`config.mk`:
```
export PLATFORM = sky130hd
export DESIGN_NAME = tap_nav_sequencer
export DESIGN_NICKNAME = d
export VERILOG_FILES = /design/src/rtl/tap_nav_pkg.sv /design/src/rtl/tap_shadow_fsm.sv /design/src/rtl/tap_nav_sequencer.sv
export SDC_FILE = /design/constraint.sdc
export NUM_CORES = 1
export LEC_CHECK = 0
export BUFFER_PORTS_ARGS = -buffer_cell sky130_fd_sc_hd__clkbuf_2
export CAP_MARGIN = 25
export CORE_ASPECT_RATIO = 0.8
export CORE_MARGIN = 2
export CORE_UTILIZATION = 54
export CTS_BUF_LIST = sky130_fd_sc_hd__clkbuf_4
export DETAILED_ROUTE_END_ITERATION = 10
export PLACE_DENSITY = 0.78
export SLEW_MARGIN = 30
export SYNTH_ARGS = -nofsm -noshare
export SYNTH_HDL_FRONTEND = slang
export SYNTH_SLANG_ARGS = --single-unit
```
`constraint.sdc`:
```
create_clock -name GCLK -period 2.2 [get_ports GCLK]
set_clock_uncertainty 0.1 [all_clocks]
set_input_delay 0.11 -clock GCLK [delete_from_list [all_inputs] [get_ports GCLK]]
set_output_delay 0.11 -clock GCLK [all_outputs]
set_load 0.02 [all_outputs]
```
`src/rtl/tap_nav_pkg.sv`:
```
// Shared TAP state codes (1149.1 state_obs encoding), sequencer FSM type,
// the 1149.1 transition function and the shortest-path TMS selector.
package tap_nav_pkg;

    typedef logic [3:0] tap_state_t;

    localparam tap_state_t TLR   = 4'hF;
    localparam tap_state_t RTI   = 4'hC;
    localparam tap_state_t SELDR = 4'h7;
    localparam tap_state_t CAPDR = 4'h6;
    localparam tap_state_t SHDR  = 4'h2;
    localparam tap_state_t EX1DR = 4'h1;
    localparam tap_state_t PSDR  = 4'h3;
    localparam tap_state_t EX2DR = 4'h0;
    localparam tap_state_t UPDDR = 4'h5;
    localparam tap_state_t SELIR = 4'h4;
    localparam tap_state_t CAPIR = 4'hE;
    localparam tap_state_t SHIR  = 4'hA;
    localparam tap_state_t EX1IR = 4'h9;
    localparam tap_state_t PSIR  = 4'hB;
    localparam tap_state_t EX2IR = 4'h8;
    localparam tap_state_t UPDIR = 4'hD;

    typedef enum logic [1:0] {INIT, IDLE, MOVE, HOLD} seq_state_t;

    function automatic tap_state_t tap_next(input tap_state_t cur, input logic tms);
        tap_state_t nxt;
        case (cur)
            TLR:     nxt = tms ? TLR   : RTI;
            RTI:     nxt = tms ? SELDR : RTI;
            SELDR:   nxt = tms ? SELIR : CAPDR;
            CAPDR:   nxt = tms ? EX1DR : SHDR;
            SHDR:    nxt = tms ? EX1DR : SHDR;
            EX1DR:   nxt = tms ? UPDDR : PSDR;
            PSDR:    nxt = tms ? EX2DR : PSDR;
            EX2DR:   nxt = tms ? UPDDR : SHDR;
            UPDDR:   nxt = tms ? SELDR : RTI;
            SELIR:   nxt = tms ? TLR   : CAPIR;
            CAPIR:   nxt = tms ? EX1IR : SHIR;
            SHIR:    nxt = tms ? EX1IR : SHIR;
            EX1IR:   nxt = tms ? UPDIR : PSIR;
            PSIR:    nxt = tms ? EX2IR : PSIR;
            EX2IR:   nxt = tms ? UPDIR : SHIR;
            UPDIR:   nxt = tms ? SELDR : RTI;
            default: nxt = TLR;
        endcase
        return nxt;
    endfunction

    function automatic logic is_stable(input tap_state_t s);
        return (s == TLR) || (s == RTI) || (s == SHDR) ||
               (s == PSDR) || (s == SHIR) || (s == PSIR);
    endfunction

    // Only TLR needs TMS=1 to stay put; every other stable state holds on 0.
    function automatic logic park_tms(input tap_state_t s);
        return (s == TLR);
    endfunction

    function automatic logic nav_tms(input tap_state_t cur, input tap_state_t tgt);
        logic tms;
        case (cur)
            TLR:                         tms = (tgt == TLR);
            RTI, SHDR, PSDR, SHIR, PSIR: tms = (cur != tgt);
            SELDR:                       tms = !((tgt == SHDR) || (tgt == PSDR));
            SELIR:                       tms = !((tgt == SHIR) || (tgt == PSIR));
            CAPDR, EX2DR:                tms = (tgt != SHDR);
            CAPIR, EX2IR:                tms = (tgt != SHIR);
            EX1DR:                       tms = (tgt != PSDR);
            EX1IR:                       tms = (tgt != PSIR);
            UPDDR, UPDIR:                tms = (tgt != RTI);
            default:                     tms = 1'b1;
        endcase
        return tms;
    endfunction

endpackage

```
`src/rtl/tap_shadow_fsm.sv`:
```
// Registered shadow of the TAP controller state, advanced by the TMS it sees;
// also exposes the post-edge state so callers can plan the next TMS.
module tap_shadow_fsm
    import tap_nav_pkg::*;
(
    input  logic       i_clk,
    input  logic       i_rst,
    input  logic       i_tms,
    output tap_state_t o_state,
    output tap_state_t o_state_next
);

    tap_state_t r_state;
    tap_state_t w_state_next;

    assign w_state_next = tap_next(r_state, i_tms);

    always_ff @(posedge i_clk or posedge i_rst) begin
        if (i_rst) begin
            r_state <= TLR;
        end else begin
            r_state <= w_state_next;
        end
    end

    assign o_state      = r_state;
    assign o_state_next = w_state_next;

endmodule

```
`src/rtl/tap_nav_sequencer.sv`:
```
// Walks the TAP to a requested stable state via registered TMS, then dwells there.
// States: INIT | forcing TLR; IDLE | parked, accepting; MOVE | walking; HOLD | dwelling. Option: TAP_OBS_CHECK_EN.
module tap_nav_sequencer
    import tap_nav_pkg::*;
#(
    parameter int HOLD_W      = 8,
    parameter int INIT_CYCLES = 5
) (
    input  logic              GCLK,
    input  logic              TRST,
    input  logic              cmd_valid,
    output logic              cmd_ready,
    input  logic [3:0]        cmd_target,
    input  logic [HOLD_W-1:0] cmd_hold,
    output logic              tms_out,
    output logic [3:0]        tap_state,
    output logic              busy,
    output logic              done,
    output logic              err
`ifdef TAP_OBS_CHECK_EN
    ,
    input  logic [3:0]        obs_state,
    output logic              obs_mismatch
`endif
);

    localparam int INIT_W = $clog2(INIT_CYCLES + 1);
    localparam logic [INIT_W-1:0] INIT_LAST = INIT_W'(INIT_CYCLES - 1);

    seq_state_t        r_fsm;
    seq_state_t        w_fsm_next;
    logic              r_tms;
    logic              w_tms_next;
    logic              r_done;
    logic              w_done_next;
    logic              r_err;
    logic              w_err_next;
    logic              w_load;
    tap_state_t        r_tgt;
    logic [HOLD_W-1:0] r_hold;
    logic [INIT_W-1:0] r_init_cnt;
    tap_state_t        w_tap;
    tap_state_t        w_tap_next;

    tap_shadow_fsm u_shadow (
        .i_clk        (GCLK),
        .i_rst        (TRST),
        .i_tms        (r_tms),
        .o_state      (w_tap),
        .o_state_next (w_tap_next)
    );

    always_ff @(posedge GCLK or posedge TRST) begin
        if (TRST) begin
            r_fsm <= INIT;
        end else begin
            r_fsm <= w_fsm_next;
        end
    end

    // TMS is planned from the post-edge shadow state so the pin is never a cycle late.
    always_comb begin
        w_fsm_next  = r_fsm;
        w_tms_next  = park_tms(w_tap_next);
        w_done_next = 1'b0;
        w_err_next  = 1'b0;
        w_load      = 1'b0;
        case (r_fsm)
            INIT: begin
                w_tms_next = 1'b1;
                if (r_init_cnt == INIT_LAST) begin
                    w_fsm_next = IDLE;
                end
            end
            IDLE: begin
                if (cmd_valid) begin
                    if (is_stable(cmd_target)) begin
                        w_load     = 1'b1;
                        w_tms_next = nav_tms(w_tap_next, cmd_target);
                        w_fsm_next = (w_tap_next == cmd_target) ? HOLD : MOVE;
                    end else begin
                        w_err_next = 1'b1;
                    end
                end
            end
            MOVE: begin
                w_tms_next = nav_tms(w_tap_next, r_tgt);
                if (w_tap_next == r_tgt) begin
                    if (r_hold != '0) begin
                        w_fsm_next = HOLD;
                    end else begin
                        w_fsm_next  = IDLE;
                        w_done_next = 1'b1;
                    end
                end
            end
            HOLD: begin
                if (r_hold <= HOLD_W'(1)) begin
                    w_fsm_next  = IDLE;
                    w_done_next = 1'b1;
                end
            end
            default: w_fsm_next = INIT;
        endcase
    end

    always_comb begin
        cmd_ready = (r_fsm == IDLE);
        busy      = (r_fsm != IDLE);
    end

    always_ff @(posedge GCLK or posedge TRST) begin
        if (TRST) begin
            r_tms      <= 1'b1;
            r_done     <= 1'b0;
            r_err      <= 1'b0;
            r_tgt      <= TLR;
            r_hold     <= '0;
            r_init_cnt <= '0;
        end else begin
            r_tms  <= w_tms_next;
            r_done <= w_done_next;
            r_err  <= w_err_next;
            if (w_load) begin
                r_tgt  <= cmd_target;
                r_hold <= cmd_hold;
            end else if ((r_fsm == HOLD) && (r_hold != '0)) begin
                r_hold <= r_hold - HOLD_W'(1);
            end
            if (r_fsm == INIT) begin
                r_init_cnt <= r_init_cnt + INIT_W'(1);
            end
        end
    end

    assign tms_out   = r_tms;
    assign tap_state = w_tap;
    assign done      = r_done;
    assign err       = r_err;

`ifdef TAP_OBS_CHECK_EN
    // obs_state arrives one register late, so compare it with the delayed shadow.
    tap_state_t r_tap_d;
    logic       r_obs_mismatch;

    always_ff @(posedge GCLK or posedge TRST) begin
        if (TRST) begin
            r_tap_d        <= TLR;
            r_obs_mismatch <= 1'b0;
        end else begin
            r_tap_d <= w_tap;
            if ((r_fsm != INIT) && (obs_state != r_tap_d)) begin
                r_obs_mismatch <= 1'b1;
            end
        end
    end

    assign obs_mismatch = r_obs_mismatch;
`else
    // No observed-state compare in this build.
`endif

endmodule

```
==> metrics.txt, run 1 <==
DP HPWL 3430 um; CTS tree yes; Placed Area 2190 um^2; worst slack, placed -0.133 ns; Slew HR 47.0%; WL per Instance 16.7 um; crit-path cells or2b_1, o32ai_4, or4_4, a2111oi_4, o21ai_2, mux2_4; Routed Antenna Nets 0; Core Area 3180 um^2; Slowest-stage cell, CP dfstp_2; Nets 297; number of CTS-inserted buffers 3; Final Instance Count excl. Fillers 313; leading area contributor after synthesis dfrtp_1; status complete, but fails checks; synthesized area 1830 um^2; Tmin final 2.36 ns; Logic pwr share 65.4%; vias in the first global route 1780; clock root buffer clkbuf_4; worst-case clock buffer depth 2; max-slew violation count 0; Hold Crit Class in2reg; synthesis-to-layout area growth 36.7%; Syn Inst Count 208; crit path kind reg2reg; RSZ-0062 raised after global routing yes; height of the die 56.1 um; post-synth top area share 20.5%; Commonest cells post-synth 19 x nand2_1, 17 x inv_1, 15 x dfrtp_1, 15 x o21ai_0, 12 x nor2_1; clk_lat worst skew 0.34 ns; Pleak 1.09 nW; Synth async-reset ratio 100%; yosys synthesis warning count 0; final WL 5240 um; r2r worst-path depth 6; Final Hold Slack 0.0332 ns; Critical Path RT 2.35 ns; max incr delay on CP 0.60 ns; distinct cell type count after synthesis 53; WP data arrival 2.51 ns; number of flops mapped to enable cells by yosys 0; CP Capture Type register; Mean Syn Cell Area 8.82 um^2; VDD IR max 0.968 mV; pin count of the biggest net entering global routing 21; setup_tns -0.355 ns; Worst Hold Depth 2; Worst Tran Pin Value 0.794 ns; H-tree levels 1; Sw Share 45.3%; Max FO, Critical Path 4; sequential-to-total area share from yosys stat 33.4%; pwr dens 1540 nW/um^2; via count 1865; ranking of synthesized cells by area dfrtp_1 20%, dfstp_2 13%, ha_1 5.5%; DRC 0; Clock power frac 8.7%; dpl cells 292; GPL Wtd Cong 0.895; IO Pins 24; Antenna diodes 0; gr usage total 26.3%; starting density of the core 57.8%; Psw 1.75 mW; die area 3880 um^2; Mapped Nets 231; design area 2510 um^2; drt pass-1 iters 4; share of post-route cells with drive strength above 1 36.3%; total global routing overflow 0; # rows 18; # setup viols final 4; via/cell ratio 5.96; first-pass GRT wire length 8270 um; period utilisation layout 107%; final worst slack -0.162 ns; MaxCap Viol Count 0; Worst setup SP type register; 1st-iter DRT viols 175; PortBufs 23; hold violation total from the final report 0; max frequency 0.423 GHz; P_int 2.11 mW; initial antenna violation count 0; synthesized flop and latch total 24; top-count cell post-synth nand2_1; violated checks negative setup slack; # clock sinks 24; Clk pin slew, worst setup/hold paths 0.16 ns; Primary FF master, synth dfrtp_1; sequential power share 25.9%; die width 69.2 um
placed cells by master (no fill, tap or decap), drive strengths merged, types with 6 or more instances in the layout:
cell	synthesis	final
xnor2	11	11
clkbuf	2	26
a21oi	10	10
o21ai	18	18
nor2b	7	7
dfrtp	15	15
or3	6	6
xor2	8	8
nand2	19	19
dlygate4sd3	0	11
ha	8	8
nand3	8	8
buf	6	35
inv	17	17
dfstp	9	9
nor2	12	12
nor3	6	6
power by group through the flow:
stage / Clock (mW) / Combinational [mW] / Sequential (mW)
finish: 0.337 / 2.52 / 0.998
global route: 0.355 / 2.75 / 1.02
CTS: 0.339 / 2.27 / 0.960
detailed placement: 0 / 2.17 / 0.959
global placement: 0 / 2.12 / 0.948
floorplan: 0 / 1.41 / 0.962
cells by family (layout without fill, tap and decap cells):
family                   after synthesis  in the layout  share of synthesized area (%)
flip-flops                            24             24                           33.4
multiplexers                           6              6                           3.75
XOR/XNOR                              19             19                           9.07
AND/OR/NAND/NOR                       75             75                           22.2
adder cells (fa/ha/maj)                8              8                           5.46
buffers and inverters                 25             90                           5.53
AO/OA/AOI/OAI                         51             51                           20.6
cell type report:
cell class                      instances  area (um^2)
Clock inverter                          1         30.0
Fill cell                             212          668
Clock buffer                            3         22.5
Timing Repair Buffer                   69          495
Inverter                               17         63.8
Sequential cell                        24          612
Tap cell                               40         50.0
Multi-Input combinational cell        159         1230
flip-flops by register name (all words and copies together), names as in the netlist:
| name | count |
|---|---|
| r_tgt | 4 |
| r_init_cnt | 3 |
| r_fsm | 2 |
| done | 1 |
| tms_out | 1 |
| err | 1 |
| u_shadow.o_state | 4 |
| r_hold | 8 |
metal layers:
metal	up-vias	part of all wire (%)	track usage [%]
met3	10	8.8	6.70
li1	867	-	-
met2	89	46	41.9
met4	0	1.3	3.92
met1	899	44	36.8
met5	-	0	0
worst max-delay path, delay by kind of cell, from the launching register on:
kind | cells | cell delay (ns)
flops | 1 | 0.60
mux | 1 | 0.31
simple gates | 2 | 0.69
compound gates | 3 | 0.57
worst paths after layout:
check	endpoint	startpoint	slack (ns)
setup / recovery	r_fsm[1]	u_shadow.o_state[3]	-0.16
hold reg to reg	r_init_cnt[2]	r_init_cnt[2]	0.39
hold / removal	r_tgt[2]	cmd_target[2]	0.03
max in group asynchronous	r_tgt[0]	TRST	0.98
min in group asynchronous	r_hold[4]	TRST	0.32
setup reg to reg	r_fsm[1]	u_shadow.o_state[3]	-0.16
timing repair:
action | in CTS | in global routing
gates resized for setup | 5 | 17
setup endpoints to repair | 4 | 9
pin swaps | 2 | 6
buffers inserted | 3 | 4
hold endpoints to repair | 25 | 0
hold buffers | 11 | 0
per-stage QoR:
stage | utilization (%) | power (mW)
final | 79.0 | 3.86
after floorplan | - | 2.37
after global placement | 68.9 | 3.07
after global routing | 79.0 | 4.13
after CTS | 75.5 | 3.57
after detailed placement | 68.9 | 3.12
Note: power is estimated with default switching activity, not from simulation.
==> run 2, diff against run 1 <==
==> constraint.sdc (replaced) <==
create_clock -name GCLK -period 2.2 [get_ports GCLK]
set_clock_uncertainty 0.1 [all_clocks]
set_input_delay 0.33 -clock GCLK [delete_from_list [all_inputs] [get_ports GCLK]]
set_output_delay 0.33 -clock GCLK [all_outputs]
set_load 0.02 [all_outputs]
==> run 2 against run 1 <==
Against the previous run: the run ends with negative hold slack, negative setup slack left; clock-buffer cell count rose by 1; core utilization fell by 6.6 points; die area did not move; critical path depth rose by 1; cell count fell by 4.8%; first-iteration DRC count fell by 37%; non-clock buffer count fell by 15; wire length fell by 8.5%; critical path type unchanged; largest cell class unchanged.
==> metrics.txt, run 2 (same netlist as run 1, synthesis figures left out) <==
height of the die 56.1 um; violated checks negative hold slack, negative setup slack; Tmin final 2.43 ns; IO Pins 24; GR peak layer met2; VDD IR max 0.851 mV; RSZ-0062 raised after global routing yes; # setup viols final 3; Placed Area 2180 um^2; starting density of the core 57.8%; Filler cells 236; Worst Tran Pin Value 0.740 ns; 1st-iter DRT viols 110; crit-path cells a21bo_2, nor2b_4, buf_4, o31ai_1, a2111oi_4, o21ai_2, mux2_4; worst-case clock buffer depth 2; GRT met1 Usage 34.8%; Hold Crit Class in2async; CP Capture Type register; H-tree levels 1; clock root buffer clkbuf_4; leading cell type in the layout, fill and taps excluded buf_4; r2r setup slk -0.23 ns; PortBufs 23; via count 1749; pwr dens 1540 nW/um^2; crit path kind reg2reg; initial antenna violation count 0; # rows 18; CTS Hold Bufs 0; CTS tree yes; first-pass GRT wire length 7640 um; Slowest-stage cell, CP dfstp_2; Core Area 3180 um^2; gr usage total 24.6%; Pleak 1.01 nW; number of CTS-inserted buffers 3; max-slew violation count 0; vias in the first global route 1601; setup_tns -0.405 ns; most frequent cells in the layout 28 x buf_4, 23 x clkbuf_2, 19 x nand2_1; DP HPWL 3460 um; total global routing overflow 0; hold violation total from the final report 9; via/cell ratio 5.87; period utilisation layout 110%; worst slack, placed -0.112 ns; Worst setup SP type register; pin count of the biggest net entering global routing 20; Max FO, Critical Path 5; final WL 4790 um; die width 69.2 um; Nets 282; status complete, but fails checks; MaxCap Viol Count 0; DRC 0; share of post-route cells with drive strength above 1 35.3%; design area 2300 um^2; # clock sinks 24; GPL Wtd Cong 0.871; Antenna diodes 0; WL per Instance 16.1 um; GR Util met3 5.62%; max FFs per register 8; Most flops, register r_hold; Critical Path RT 2.33 ns; synthesis-to-layout area growth 25.2%; Final Hold Slack -0.0213 ns; Slew HR 50.6%; clk_lat worst skew 0.33 ns; die area 3880 um^2; Routed Antenna Nets 0; max frequency 0.412 GHz; drt pass-1 iters 4; max incr delay on CP 0.61 ns; final worst slack -0.229 ns; WP data arrival 2.56 ns; met2 usage in global routing 38.7%; Clk pin slew, worst setup/hold paths 0.15 ns
run 2: changes by cell type in the layout (fill, tap and decap cells not counted), sizes merged:
cell	previous run	this run
dlygate4sd3	11	0
buf	35	31
bufinv	1	0
clkbuf	26	27
run 2: worst paths after layout:
path	startpoint	to	cells after the start
min in group GCLK	cmd_hold[4]	r_hold[4]	3
worst max register to register	u_shadow.o_state[1]	r_fsm[1]	7
worst min-delay path	TRST	done	2
worst min register to register	r_init_cnt[2]	r_init_cnt[2]	1
max in group asynchronous	TRST	u_shadow.o_state[1]	3
worst max-delay path	u_shadow.o_state[1]	r_fsm[1]	7
run 2: layout make-up:
cell class | count | area (um^2) | area share [%]
flip-flops and latches | 24 | 612 | 26.6
multi-input cells | 159 | 1180 | 51.5
inverters | 17 | 63.8 | 2.78
repair buffers | 54 | 359 | 15.6
well taps | 40 | 50.0 | 2.18
clock buffers | 4 | 30.0 | 1.31
run 2: per-layer routing:
metal  routed length (um)  vias to the layer above
met3                  337                        8
met4                   51                        0
met5                    0                        -
li1                     -                      835
met2                 2250                       75
met1                 2160                      831
run 2: per-stage QoR:
stage	instances	total power, mW	util, %
after floorplan	208	2.37	-
after global placement	291	3.04	68.6
after detailed placement	291	3.09	68.6
after CTS	296	3.37	70.5
after global routing	298	3.81	72.3
final	298	3.55	72.3
run 2: repair_timing:
| item | 4_1_cts | 5_1_grt |
|---|---|---|
| gates resized for setup | 4 | 13 |
| setup endpoints to repair | 3 | 10 |
| pin swaps | 3 | 4 |
| setup buffers | 1 | 3 |
run 2: power by group:
group          internal, mW  switching [mW]
registers             0.715           0.274
clock network        0.0833           0.142
logic                  1.11            1.23
total                  1.90            1.64
run 2: worst max-delay path, delay by kind of cell, from the launching register on:
kind	cells	cell delay (ns)
compound gates	4	1.04
flops	1	0.61
mux	1	0.31
buf+inv	1	0.14
simple gates	1	0.14
